--- src/rtl/inst_fetch_queue_pkg.sv ---
// inst_fetch_queue_pkg: shared constants and FSM state encoding for the fetch queue
package inst_fetch_queue_pkg;
  localparam logic [31:0] NOP = 32'h0000_0013;
  localparam logic [31:0] DEFAULT_RESET_PC = 32'h0001_0000;
  localparam logic [1:0] IDLE = 2'd0, WAIT = 2'd1, DROP = 2'd2;
endpackage

--- src/rtl/inst_fetch_queue_if.sv ---
// inst_fetch_queue_if: imem request/ack bus plus pipeline-side queue head and redirect
interface inst_fetch_queue_if;
  logic        o_imemReq;
  logic [31:0] o_imemAddr;
  logic        i_imemAck;
  logic [31:0] i_imemData;
  logic        o_valid;
  logic [31:0] o_inst;
  logic [31:0] o_PC;
  logic        i_ready;
  logic        i_redirect;
  logic [31:0] i_redirectPC;
  modport master (
    output o_imemReq, o_imemAddr, o_valid, o_inst, o_PC,
    input  i_imemAck, i_imemData, i_ready, i_redirect, i_redirectPC
  );
  modport slave (
    input  o_imemReq, o_imemAddr, o_valid, o_inst, o_PC,
    output i_imemAck, i_imemData, i_ready, i_redirect, i_redirectPC
  );
endinterface

--- src/rtl/inst_fetch_queue_fetch_fifo.sv ---
// inst_fetch_queue_fetch_fifo: DEPTH x 64 {PC, inst} FIFO with synchronous flush and combinational head
module inst_fetch_queue_fetch_fifo #(
  parameter int DEPTH = 4
) (
  input  logic                         clk,
  input  logic                         reset_x,
  input  logic                         push,
  input  logic                         pop,
  input  logic                         flush,
  input  logic [63:0]                  din,
  output logic [63:0]                  head,
  output logic [$clog2(DEPTH+1)-1:0]   count
);
  localparam int AW = $clog2(DEPTH);
  localparam int CW = $clog2(DEPTH + 1);
  logic [63:0]   mem [DEPTH];
  logic [AW-1:0] rd, wr;
  assign head = mem[rd];
  always_ff @(posedge clk or negedge reset_x)
    if (!reset_x) begin
      rd    <= '0;
      wr    <= '0;
      count <= '0;
    end else if (flush) begin
      rd    <= '0;
      wr    <= '0;
      count <= '0;
    end else begin
      rd    <= rd + AW'(pop);
      wr    <= wr + AW'(push);
      count <= count + CW'(push) - CW'(pop);
    end
  always_ff @(posedge clk)
    if (push && !flush) mem[wr] <= din;
  // requests are only issued with room, so a push into a full queue is a design error
  always_ff @(posedge clk)
    if (reset_x && push && !pop && !flush) assert (count != CW'(DEPTH));
endmodule

--- src/rtl/inst_fetch_queue.sv ---
// inst_fetch_queue: fetch PC owner issuing imem req/ack fetches into a flushable instruction queue
module inst_fetch_queue
  import inst_fetch_queue_pkg::*;
#(
  parameter int          DEPTH    = 4,
  parameter logic [31:0] RESET_PC = DEFAULT_RESET_PC
) (
  input  logic              clk,
  input  logic              reset_x,
  inst_fetch_queue_if.master bus
);
  localparam int CW = $clog2(DEPTH + 1);
  localparam logic [CW-1:0] FULL = CW'(DEPTH);
  logic [1:0]    state, state_nxt;
  logic [31:0]   fetch_pc, req_addr;
  logic [CW-1:0] count, count_nxt;
  logic [63:0]   head;
  logic          push, pop, redir, ack, valid;
  assign ack       = bus.i_imemAck;
  assign redir     = bus.i_redirect;
  assign valid     = count != '0;
  assign pop       = valid && bus.i_ready && !redir;
  assign push      = state == WAIT && ack && !redir;
  assign count_nxt = count + CW'(1) - CW'(pop);
  inst_fetch_queue_fetch_fifo #(.DEPTH(DEPTH)) u_fifo (
    .clk(clk), .reset_x(reset_x), .push(push), .pop(pop), .flush(redir),
    .din({req_addr, bus.i_imemData}), .head(head), .count(count)
  );
  always_ff @(posedge clk or negedge reset_x)
    if (!reset_x) state <= IDLE;
    else state <= state_nxt;
  // a redirect without ack must keep the request alive until the memory takes it
  always_comb begin
    state_nxt = state == IDLE ? ((!redir && count < FULL) ? WAIT : IDLE) :
                state == WAIT ? (ack ? ((!redir && count_nxt < FULL) ? WAIT : IDLE) : (redir ? DROP : WAIT)) :
                (ack ? IDLE : DROP);
  end
  always_comb begin
    bus.o_imemReq  = state == WAIT || state == DROP;
    bus.o_imemAddr = req_addr;
    bus.o_valid    = valid;
    bus.o_inst     = valid ? head[31:0] : NOP;
    bus.o_PC       = valid ? head[63:32] : 32'h0;
  end
  always_ff @(posedge clk or negedge reset_x)
    if (!reset_x) begin
      fetch_pc <= RESET_PC;
      req_addr <= RESET_PC;
    end else begin
      if (redir) fetch_pc <= bus.i_redirectPC & ~32'h3;
      else if (push) fetch_pc <= req_addr + 32'd4;
      if (state_nxt == WAIT) req_addr <= state == IDLE ? fetch_pc : push ? req_addr + 32'd4 : req_addr;
    end
endmodule
--- src/flat_wrapper.sv ---
// flat-port wrapper written by rule: the top's interface ports become plain ports
module inst_fetch_queue_flat import inst_fetch_queue_pkg::*;
#(
  parameter int          DEPTH    = 4,
  parameter logic [31:0] RESET_PC = DEFAULT_RESET_PC
)
  (clk, reset_x, bus_o_imemReq, bus_o_imemAddr, bus_o_valid, bus_o_inst, bus_o_PC, bus_i_imemAck, bus_i_imemData, bus_i_ready, bus_i_redirect, bus_i_redirectPC);
  inst_fetch_queue_if bus_i ();
  input  logic clk;
  input  logic reset_x;
  output wire logic [$bits(bus_i.o_imemReq)-1:0] bus_o_imemReq;
  output wire logic [$bits(bus_i.o_imemAddr)-1:0] bus_o_imemAddr;
  output wire logic [$bits(bus_i.o_valid)-1:0] bus_o_valid;
  output wire logic [$bits(bus_i.o_inst)-1:0] bus_o_inst;
  output wire logic [$bits(bus_i.o_PC)-1:0] bus_o_PC;
  input wire logic [$bits(bus_i.i_imemAck)-1:0] bus_i_imemAck;
  input wire logic [$bits(bus_i.i_imemData)-1:0] bus_i_imemData;
  input wire logic [$bits(bus_i.i_ready)-1:0] bus_i_ready;
  input wire logic [$bits(bus_i.i_redirect)-1:0] bus_i_redirect;
  input wire logic [$bits(bus_i.i_redirectPC)-1:0] bus_i_redirectPC;
  assign bus_o_imemReq = bus_i.o_imemReq;
  assign bus_o_imemAddr = bus_i.o_imemAddr;
  assign bus_o_valid = bus_i.o_valid;
  assign bus_o_inst = bus_i.o_inst;
  assign bus_o_PC = bus_i.o_PC;
  assign bus_i.i_imemAck = bus_i_imemAck;
  assign bus_i.i_imemData = bus_i_imemData;
  assign bus_i.i_ready = bus_i_ready;
  assign bus_i.i_redirect = bus_i_redirect;
  assign bus_i.i_redirectPC = bus_i_redirectPC;
  inst_fetch_queue #(.DEPTH(DEPTH), .RESET_PC(RESET_PC)) u_core (.clk(clk), .reset_x(reset_x), .bus(bus_i));
endmodule
--- config.mk ---
export PLATFORM = sky130hd
export DESIGN_NAME = inst_fetch_queue_flat
export DESIGN_NICKNAME = d
export VERILOG_FILES = /design/src/rtl/inst_fetch_queue_pkg.sv /design/src/rtl/inst_fetch_queue_if.sv /design/src/rtl/inst_fetch_queue_fetch_fifo.sv /design/src/rtl/inst_fetch_queue.sv /design/src/flat_wrapper.sv
export SDC_FILE = /design/constraint.sdc
export NUM_CORES = 1
export LEC_CHECK = 0
export CAP_MARGIN = 20
export CELL_PAD_IN_SITES_DETAIL_PLACEMENT = 1
export CELL_PAD_IN_SITES_GLOBAL_PLACEMENT = 2
export CORE_MARGIN = 2
export CORE_UTILIZATION = 44
export DETAILED_ROUTE_END_ITERATION = 12
export PLACE_DENSITY = 0.94
export SYNTH_ARGS = -nofsm -noshare
export SYNTH_HDL_FRONTEND = slang
export SYNTH_HIERARCHICAL = 1
export SYNTH_SLANG_ARGS = --single-unit
--- constraint.sdc ---
create_clock -name clk -period 16.9 [get_ports clk]
set_input_delay 5.07 -clock clk [delete_from_list [all_inputs] [get_ports clk]]
set_output_delay 5.07 -clock clk [all_outputs]
set_load 0.01 [all_outputs]
# Word level (Yosys, flattened, before mapping)
# Memory sizes are Yosys's and may differ from the RTL's.
# Index checks and enable logic that the tools add are counted.
# word_totals
word_cells	50
memories	1
reg_bits	73
inputBits	69
ram_bits	256
out_inout_bits	98
# op_classes
order_cmp	2
n_reduce_logical	14
n_addsub	7
n_eq_ne	3
n_mux	17
# memory_table
memory	words	width	rd	rd_ports_with_merged_regs	wr	line_no	source
u_core.u_fifo.mem	4	64	1	0	1	inst_fetch_queue_fetch_fifo.sv:16	logic [63:0] mem [DEPTH];
# op_table
operator	count
2-to-1 mux 32 bit	5
adder 32 x 3 -> 32 bit (second input constant)	1
2-to-1 mux 2 bit	7
logical AND 1 bit	7
< comparator 3 bit (second input constant)	2
subtractor 3 x 1 -> 3 bit	2
adder 2 x 1 -> 2 bit	2
equality test 2 x 1 -> 1 bit (second input constant)	2
2-to-1 mux 1 bit	4
nonzero test 2 bit	2
adder 3 x 1 -> 3 bit	1
adder 3 x 1 -> 3 bit (second input constant)	1
2-to-1 mux 3 bit	1
nonzero test 3 bit	1
equality test 2 bit (second input constant)	1
zero test 2 bit	1
AND reduction 2 bit	1
zero test 1 bit	1
logical OR 1 bit	1

# Longest topological paths before layout
# Gate-level depths: netlist of the first run.
# depth
ltp_word	12
mapped_depth	13
ltp_nobuf	13

# By module
# The synthesis of the first run kept the hierarchy.
# modules_own_cells
mod	area_each_um2	cells_per_inst	n_inst	seq_area_each_um2
inst_fetch_queue_fetch_fifo	9678.0	364	1	7862.5
inst_fetch_queue	4337.9	527	1	1654.1

# Worst setup path after synthesis of the first run
# No wires, ideal clock.
# synth_timing
path_type	input-to-reg
start	input port bus_i_redirect
end	memory u_core.u_fifo.mem[1][0] (enable)
cell_stages	5
arrival_time_ns	12.148
t_required_ns	16.234
setup_ns	0.666
slack_ns	4.086
path_buffers	0
path_cell_list	nor2b_1 > nand2_1 > inv_1 > inv_1 > nor4b_1
# synth_between
elab_chain_cells	5
# synth_rtl
element	line_no	source
start, declared	flat_wrapper.sv:19	input wire logic [$bits(bus_i.i_redirect)-1:0] bus_i_redirect;
zero test 1 bit	inst_fetch_queue.sv:23	assign push = state == WAIT && ack && !redir;
logical AND 1 bit	inst_fetch_queue.sv:23	
net u_core.push	inst_fetch_queue.sv:18	logic push, pop, redir, ack, valid;
logical AND 1 bit	inst_fetch_queue_fetch_fifo.sv:34	if (push && !flush) mem[wr] <= din;
2-to-1 mux 1 bit	inst_fetch_queue_fetch_fifo.sv:34	
2-to-1 mux 1 bit (not written as such)	inst_fetch_queue_fetch_fifo.sv:34	
end, declared	inst_fetch_queue_fetch_fifo.sv:16	
# The timed path passes the listed nets, and every way through them passes these cells.

# Worst setup path after layout of the first run
# layout_timing
start	input port bus_i_redirect
end	memory u_core.u_fifo.mem[0][49] (enable)
# Same word-level chain as after synthesis.

==> summary.txt, run 1 <==
Power
  • Flop pwr share: 0.413
  • VDD IR-drop max: between 0.06 and 0.07 mV
  • Clock network power share: 0.294
  • Net switching component of the power: between 0.8 and 0.9 mW
  • P_leak: between 5 and 6 nW
  • Switching power as a share of total power: 0.305
  • Total power density per cell area: 157 nW/um^2
  • Comb pwr share: 0.292
  • P_int: approximately 1.9 mW

Global routing
  • Vias in the first global route: between 8000 and 9000
  • Combined global-route utilization of all metal layers: 0.205
  • GRT Residual Overflow: 0
  • Number of antenna violations at the first check in global routing: 1
  • Pin count of the biggest net entering global routing: 82
  • First-pass GRT wire length: roughly 52000 um

Yosys
  • Syn nets: around 970
  • Sequential share of the synthesized area: 0.679
  • Proportion of register bits with asynchronous set or reset after synthesis: 0.222
  • Yosys top cell area share: 0.548
  • Avg Cell Area, Syn: 15.7 sq um
  • #FFs+latches synth: around 330
  • Synth warnings: 6
  • Ranking of synthesized cells by area: edfxtp_1 (55%), dfrtp_1 (13%), mux4_2 (9.6%)
  • Most frequently used flop master after synthesis: edfxtp_1
  • Mapped Area: between 10000 and 15000 sq um
  • Count of different cell masters after synthesis: 62
  • Instance count of the mapped netlist: just under 900
  • Dominant cell type by area after synthesis: edfxtp_1
  • Number of enable flip-flop cells after synthesis: about 260

Route
  • Total via count after detailed routing: 8220
  • Pre-Repair DR Iteration Count: 4
  • DR DRC count: 0
  • Average routed wire per standard cell: 22.5 um
  • Post-Route WL: 33200 um
  • Remaining number of nets flagged by the antenna check after routing: 0
  • Vias per cell: 5.56
  • Number of DRC markers in iteration 0: 520

STA
  • Minimum clock period after layout: 8.64 ns
  • Actual transition at the worst max-transition pin: between 1 and 1.5 ns
  • TNS Setup: 0 ns
  • Worst max-slew margin expressed relative to the limit: 0.273
  • Final period util: 0.511
  • Final hold slack: just over 0.5 ns
  • Maximum frequency from static timing analysis: between 100 and 150 MHz
  • Endpoints failing setup: 0
  • Setup repair after global routing missed its margin: no
  • Final worst setup slack: about 8.3 ns
  • Final count of hold timing violations: 0
  • Worst setup skew after layout: ~0.014 ns
  • Max Transition Viols Final: 0

Cells and area
  • Number of nets in the finished design: approximately 1100
  • Share of layout cells above drive strength 1: 0.137
  • End-of-flow core utilization: 0.545
  • Synthesis-to-finish area growth: 22.3%
  • Fill cells: between 2000 and 3000
  • Final instance area: 17100 sq um
  • Commonest cells after routing, fill and taps aside: edfxtp_1 (256), clkdlybuf4s50_1 (162), dfrtp_1 (69), and2_1 (64), nand2_1 (62)
  • Most common library cell in the layout ignoring fill and taps: edfxtp_1

Placed design
  • # port buffers: about 160
  • Final estimated routing congestion in global placement: between 0.7 and 0.8
  • Placed standard-cell area: between 15000 and 20000 sq um
  • Minimum setup slack after placement: about 7.7 ns
  • Total half-perimeter wirelength after legalization and detailed placement: 19500 um

Hold path
  • Hold EP: u_core/bus.o_imemAddr[0]
  • Min-Delay Path Depth: 1
  • Kind of path behind the tightest hold check: flip-flop to flip-flop
  • Worst hold path startpoint: u_core/fetch_pc[0]

Clock network
  • Source-to-sink clock delay at the later pin of the worst-skew pair: about 0.5 ns
  • Sinks on the clock net: 329
  • Number of hold-repair buffers added at the cts stage: 0
  • Total of cells resized after clock tree synthesis: 0
  • Post-CTS setup buffers: 0
  • TritonCTS clock tree: built
  • Clock transition time at the flip-flop clock pins of the worst setup and hold paths: around 0.060 ns
  • Maximum root-to-sink buffer count: 3
  • Num CTS Buffers: 36
  • Root buffer cell: clkbuf_16
  • Number of H-tree branching levels: 2

Critical path
  • Buf/Inv on CP: 5
  • Longest individual stage delay on the worst path: ~0.88 ns
  • Destination of the worst register-to-register timing path: u_core/u_fifo/mem[0][49]
  • Startpoint Class: primary input
  • Worst-path fanout max: around 80
  • Worst Path Class, Setup: primary input to flip-flop
  • WP data arrival: 8.76 ns
  • Category of cells accounting for the largest share of critical-path delay: buffers and inverters
  • RR Startpoint: u_core/state[1]
  • Setup slack of the most critical reg-to-reg path: ~13 ns
  • Crit path capture type: flip-flop
  • Critical-path cell with the highest stage delay: buf_4
  • Required time reported for the critical path endpoint: roughly 17 ns
  • Cell Chain, Critical Path: buf_2 -> buf_4 -> nor2b_1 -> nand2_1 -> inv_1 -> inv_1 -> nor4_2 -> buf_4
  • Worst-case reg-to-reg path depth: 8

Die
  • Floorplan die area: roughly 33000 sq um
  • Vert. Die Dim: between 150 and 200 um
  • Initial core utilization: 0.445
  • Top Ports: 167
  • # rows: 65
  • Die width: around 180 um
  • Core Box Area: 31500 sq um

Run
  • Max_cap viols: 0

Outcome
  • Run status: finished clean
final cells by class:
class / instances / area [sq um] / area share
timing repair buffer: 175 / 1720 / 0.100
multi-input combinational: 496 / 4170 / 0.243
clock buffer: 52 / 1000 / 0.0585
antenna: 1 / 2.50 / 0.000146
clock inverter: 12 / 184 / 0.0107
sequential: 329 / 9520 / 0.555
tap: 402 / 503 / 0.0293
inverter: 12 / 45.0 / 0.00263
worst max-delay path by stage:
stage / start / endpoint / slack (ns) / cells past startpoint
6_report: bus_i_redirect / u_core/u_fifo/mem[0][49] / 8.26 / 8
5_1_grt: bus_i_redirect / u_core/u_fifo/mem[0][2] / 8.02 / 8
4_1_cts: bus_i_redirect / u_core/u_fifo/mem[0][50] / 8.18 / 8
3_5_place_dp: bus_i_redirect / u_core/u_fifo/mem[0][3] / 7.72 / 8
3_3_place_gp: bus_i_redirect / u_core/u_fifo/mem[0][5] / 7.80 / 8
2_1_floorplan: bus_i_redirect / u_core/u_fifo/mem[1][0] / 4.09 / 5
metal layers:
layer,GRT usage,wire (um),share of wire
met1,0.275,14500,0.44
met2,0.349,16600,0.50
met3,0.0375,1440,0.043
met4,0.0477,646,0.019
met5,0,8,0.00024
worst register-to-register path, cell delays in order (launching register included):
cell and delay [ns]:
dfrtp_1 0.37, inv_1 0.08, ha_1 0.22, nor2b_1 0.24, nand2_1 0.55, inv_1 0.51, inv_1 0.20, nor4_2 0.70
buf_4 0.88
power by group through the flow:
| stage | Sequential (mW) | Clock [mW] | Combinational, mW |
|---|---|---|---|
| 2_1_floorplan | 1.09 | 0 | 0.442 |
| 3_3_place_gp | 1.12 | 0 | 0.774 |
| 3_5_place_dp | 1.13 | 0 | 0.795 |
| 4_1_cts | 1.12 | 0.810 | 0.800 |
| 5_1_grt | 1.13 | 0.840 | 0.861 |
| 6_report | 1.11 | 0.792 | 0.787 |
per-stage QoR:
stage / cells / power (mW)
final: 1479 / 2.69
after global routing: 1478 / 2.83
after CTS: 1478 / 2.73
after detailed placement: 1414 / 1.93
after global placement: 1414 / 1.90
after floorplan: 891 / 1.53
flip-flops by register name (all words and copies together), names as in the netlist:
name                   count
u_core/u_fifo/mem        256
u_core/bus.o_imemAddr     32
u_core/fetch_pc           32
u_core/u_fifo/count        3
u_core/state               2
u_core/u_fifo/rd           2
u_core/u_fifo/wr           2
cells in the mapped netlist (9+ instances only):
cell / n
dfrtp_1: 71
clkbuf_1: 32
nor3_1: 10
xor2_1: 12
nand3_1: 13
a21oi_1: 29
o221ai_1: 9
o21ai_0: 51
nand2_1: 62
edfxtp_1: 256
mux4_2: 60
inv_1: 12
nor2_1: 46
and2_1: 64
xnor2_1: 18
cells by family after synthesis:
logic type | synth area share
xor gates and xnor gates | 0.0204
muxes | 0.110
DFF | 0.679
and+or+nand+nor | 0.0974
AOI/OAI and AO/OA | 0.0591
adders and majority gates | 0.00768
buffers and inverters | 0.0267
Power figures use the tool's default switching activity.
==> inputs of run 2 (changes only) <==
CORE_UTILIZATION = 40   (was 44)
PLACE_DENSITY = 0.87   (was 0.94)
clock period = 8.81 ns   (was 16.9 ns; I/O delays follow)
==> run 2 against run 1 <==
Global-route usage is 1.6 points lower. Wire length is 2.5% higher. Critical path depth is 4 lower. Largest power group unchanged. Design area is 0.94% higher. Flip-flop and latch count stayed put. Non-clock buffer count is 2 higher. Sequential share of layout area is 0.52 points lower. Clock skew is 0.0075 ns higher. Die area is 9.8% higher. First-iteration DRC count is 36% lower. Combinational power is 91% higher.
==> summary.txt, run 2 (synthesis gave the netlist of run 1 again) <==
Outcome
  • Run status: finished clean

Power
  • Flop pwr share: 0.409 (-0.004)
  • P_leak: 5.83 nW (+0.97%)
  • Clock network power share: 0.305 (+0.011)
  • Net switching component of the power: 1.61 mW (+97%)
  • Comb pwr share: 0.286 (-0.006)
  • Total power density per cell area: 304 nW/um^2 (+93%)
  • VDD IR-drop max: 0.187 mV (+180%)
  • Switching power as a share of total power: 0.307 (+0.00245)
  • P_int: 3.64 mW (+95%)

STA
  • Max Transition Viols Final: 0 (unchanged)
  • Worst setup skew after layout: 0.0216 ns (+0.00748 ns)
  • Actual transition at the worst max-transition pin: 1.02 ns (-0.0440 ns)
  • Minimum clock period after layout: 6.05 ns
  • Final count of hold timing violations: 0 (unchanged)
  • Maximum frequency from static timing analysis: 165 MHz
  • Worst max-slew margin expressed relative to the limit: 0.303 (+0.0301)
  • Endpoints failing setup: 0 (unchanged)
  • Final period util: 0.687
  • Setup repair after global routing missed its margin: no

Cells and area
  • Number of nets in the finished design: 1131 (+0.35%)
  • Flip-flop count of the largest register after layout: 256 (unchanged)
  • Post-Layout Cell Count: 1537 (+3.9%)
  • Most common library cell in the layout ignoring fill and taps: edfxtp_1
  • Synthesis-to-finish area growth: 23.5%
  • Diode insertion count for antenna repair: 0 (-1)
  • End-of-flow core utilization: 0.501 (-0.0437)
  • Register name with the most flops: u_core/u_fifo/mem
  • Share of layout cells above drive strength 1: 0.145 (+0.00848)
  • Commonest cells after routing, fill and taps aside: edfxtp_1 (256), clkdlybuf4s50_1 (162), dfrtp_1 (69), and2_1 (64), nand2_1 (62)

Run
  • Max_cap viols: 0 (unchanged)

Die
  • Top Ports: 167 (unchanged)
  • # rows: 68 (+4.6%)
  • Initial core utilization: 0.406 (-0.0396)
  • Floorplan die area: 36600 sq um (+9.8%)
  • Core Box Area: 34500 sq um (+9.8%)
  • Die width: 191 um (+4.8%)
  • Vert. Die Dim: 191 um (+4.8%)

Route
  • Average routed wire per standard cell: 22.1 um (-1.4%)
  • DR DRC count: 0 (unchanged)
  • Vias per cell: 5.39 (-3.0%)
  • Number of DRC markers in iteration 0: 333 (-36%)
  • Total via count after detailed routing: 8290 (+0.85%)
  • Pre-Repair DR Iteration Count: 6 (+2)
  • Remaining number of nets flagged by the antenna check after routing: 0 (unchanged)
  • Post-Route WL: 34000 um (+2.5%)

Clock network
  • TritonCTS clock tree: built
  • Source-to-sink clock delay at the later pin of the worst-skew pair: 0.52 ns (about the same)
  • Number of H-tree branching levels: 2 (unchanged)
  • Total of cells resized after clock tree synthesis: 0 (unchanged)
  • Maximum root-to-sink buffer count: 3 (unchanged)
  • Clock transition time at the flip-flop clock pins of the worst setup and hold paths: 0.05 ns (about the same)
  • Root buffer cell: clkbuf_16
  • Sinks on the clock net: 329 (unchanged)
  • Post-CTS setup buffers: 0 (unchanged)
  • Num CTS Buffers: 38 (+5.6%)
  • Number of hold-repair buffers added at the cts stage: 0 (unchanged)

Placed design
  • Total half-perimeter wirelength after legalization and detailed placement: 20000 um (+2.3%)
  • Final estimated routing congestion in global placement: 0.712 (-6.4%)
  • Count of placed standard cells including taps: 1469 (+3.9%)
  • # port buffers: 164 (unchanged)

Global routing
  • Combined global-route utilization of all metal layers: 0.189 (-0.0159)
  • Number of antenna violations at the first check in global routing: 0 (-1)
  • Vias in the first global route: 8917 (-0.58%)
  • Pin count of the biggest net entering global routing: 82 (unchanged)
  • GRT Residual Overflow: 0 (unchanged)
  • First-pass GRT wire length: 52500 um (+0.50%)

Critical path
  • WP data arrival: 3.41 ns (-5.35 ns)
  • Required time reported for the critical path endpoint: 6.17 ns (-10.85 ns)
  • Startpoint Class: flip-flop
  • RR Startpoint: u_core/state[1]
  • Worst Path Class, Setup: flip-flop to primary output
  • Worst-path fanout max: 46 (-43%)
  • Worst-case reg-to-reg path depth: 8 (unchanged)
  • Crit path capture type: primary output
  • Setup slack of the most critical reg-to-reg path: 5.14 ns (-7.58 ns)
  • Destination of the worst register-to-register timing path: u_core/u_fifo/mem[2][16]

Hold path
  • Hold EP: u_core/fetch_pc[1]
  • Worst hold path startpoint: u_core/fetch_pc[1]
  • Min-Delay Path Depth: 2 (+1)
  • Kind of path behind the tightest hold check: flip-flop to flip-flop
run 2: critical path: stages, from the launching register on:
cell and delay (ns):
dfrtp_4 1.07, buf_4 0.52, mux4_1 0.62, nand2b_1 0.17, clkdlybuf4s50_1 0.50
run 2: how the worst max path moves through the flow:
stage | cells after the start | end | from
final | 4 | bus_o_inst[1] | u_core/u_fifo/rd[0]
after global routing | 4 | bus_o_inst[1] | u_core/u_fifo/rd[0]
after CTS | 4 | bus_o_inst[1] | u_core/u_fifo/rd[0]
after detailed placement | 8 | u_core/u_fifo/mem[1][44] | bus_i_redirect
after global placement | 7 | u_core/u_fifo/mem[3][37] | bus_i_redirect
after floorplan | 5 | u_core/u_fifo/mem[1][0] | bus_i_redirect
run 2: final cells by class:
class / count / area [sq um]
fillers: 3344 / 17200
flip-flops and latches: 329 / 9520
multi-input cells: 496 / 4170
repair buffers: 177 / 1730
clock buffers: 46 / 1000
well taps: 455 / 569
clock inverters: 22 / 267
inverters: 12 / 45.0
run 2: stage by stage:
stage	power [mW]	TNS [ns]	hold WS [ns]	setup slack [ns]	cell area [sq um]
4_1_cts	5.33	0	0.515	2.62	17300
2_1_floorplan	2.93	-274.05	0.479	-1.58	14000
3_3_place_gp	3.66	0	0.490	2.56	16000
5_1_grt	5.53	0	0.541	2.48	17300
3_5_place_dp	3.71	0	0.501	2.53	16000
6_report	5.25	0	0.525	2.76	17300
run 2: routing by layer:
layer | up-vias | wire length, um | track usage
met5 | - | 0 | 0
met4 | 0 | 521 | 0.0402
met3 | 40 | 1420 | 0.0301
met2 | 199 | 16800 | 0.321
met1 | 4310 | 15300 | 0.257
li1 | 3741 | - | -
run 2: power by group through the flow:
stage | sequential [mW] | combinational, mW | clock [mW]
final | 2.15 | 1.50 | 1.60
after global routing | 2.19 | 1.64 | 1.70
after CTS | 2.16 | 1.53 | 1.64
after detailed placement | 2.19 | 1.52 | 0
after global placement | 2.17 | 1.49 | 0
after floorplan | 2.08 | 0.847 | 0
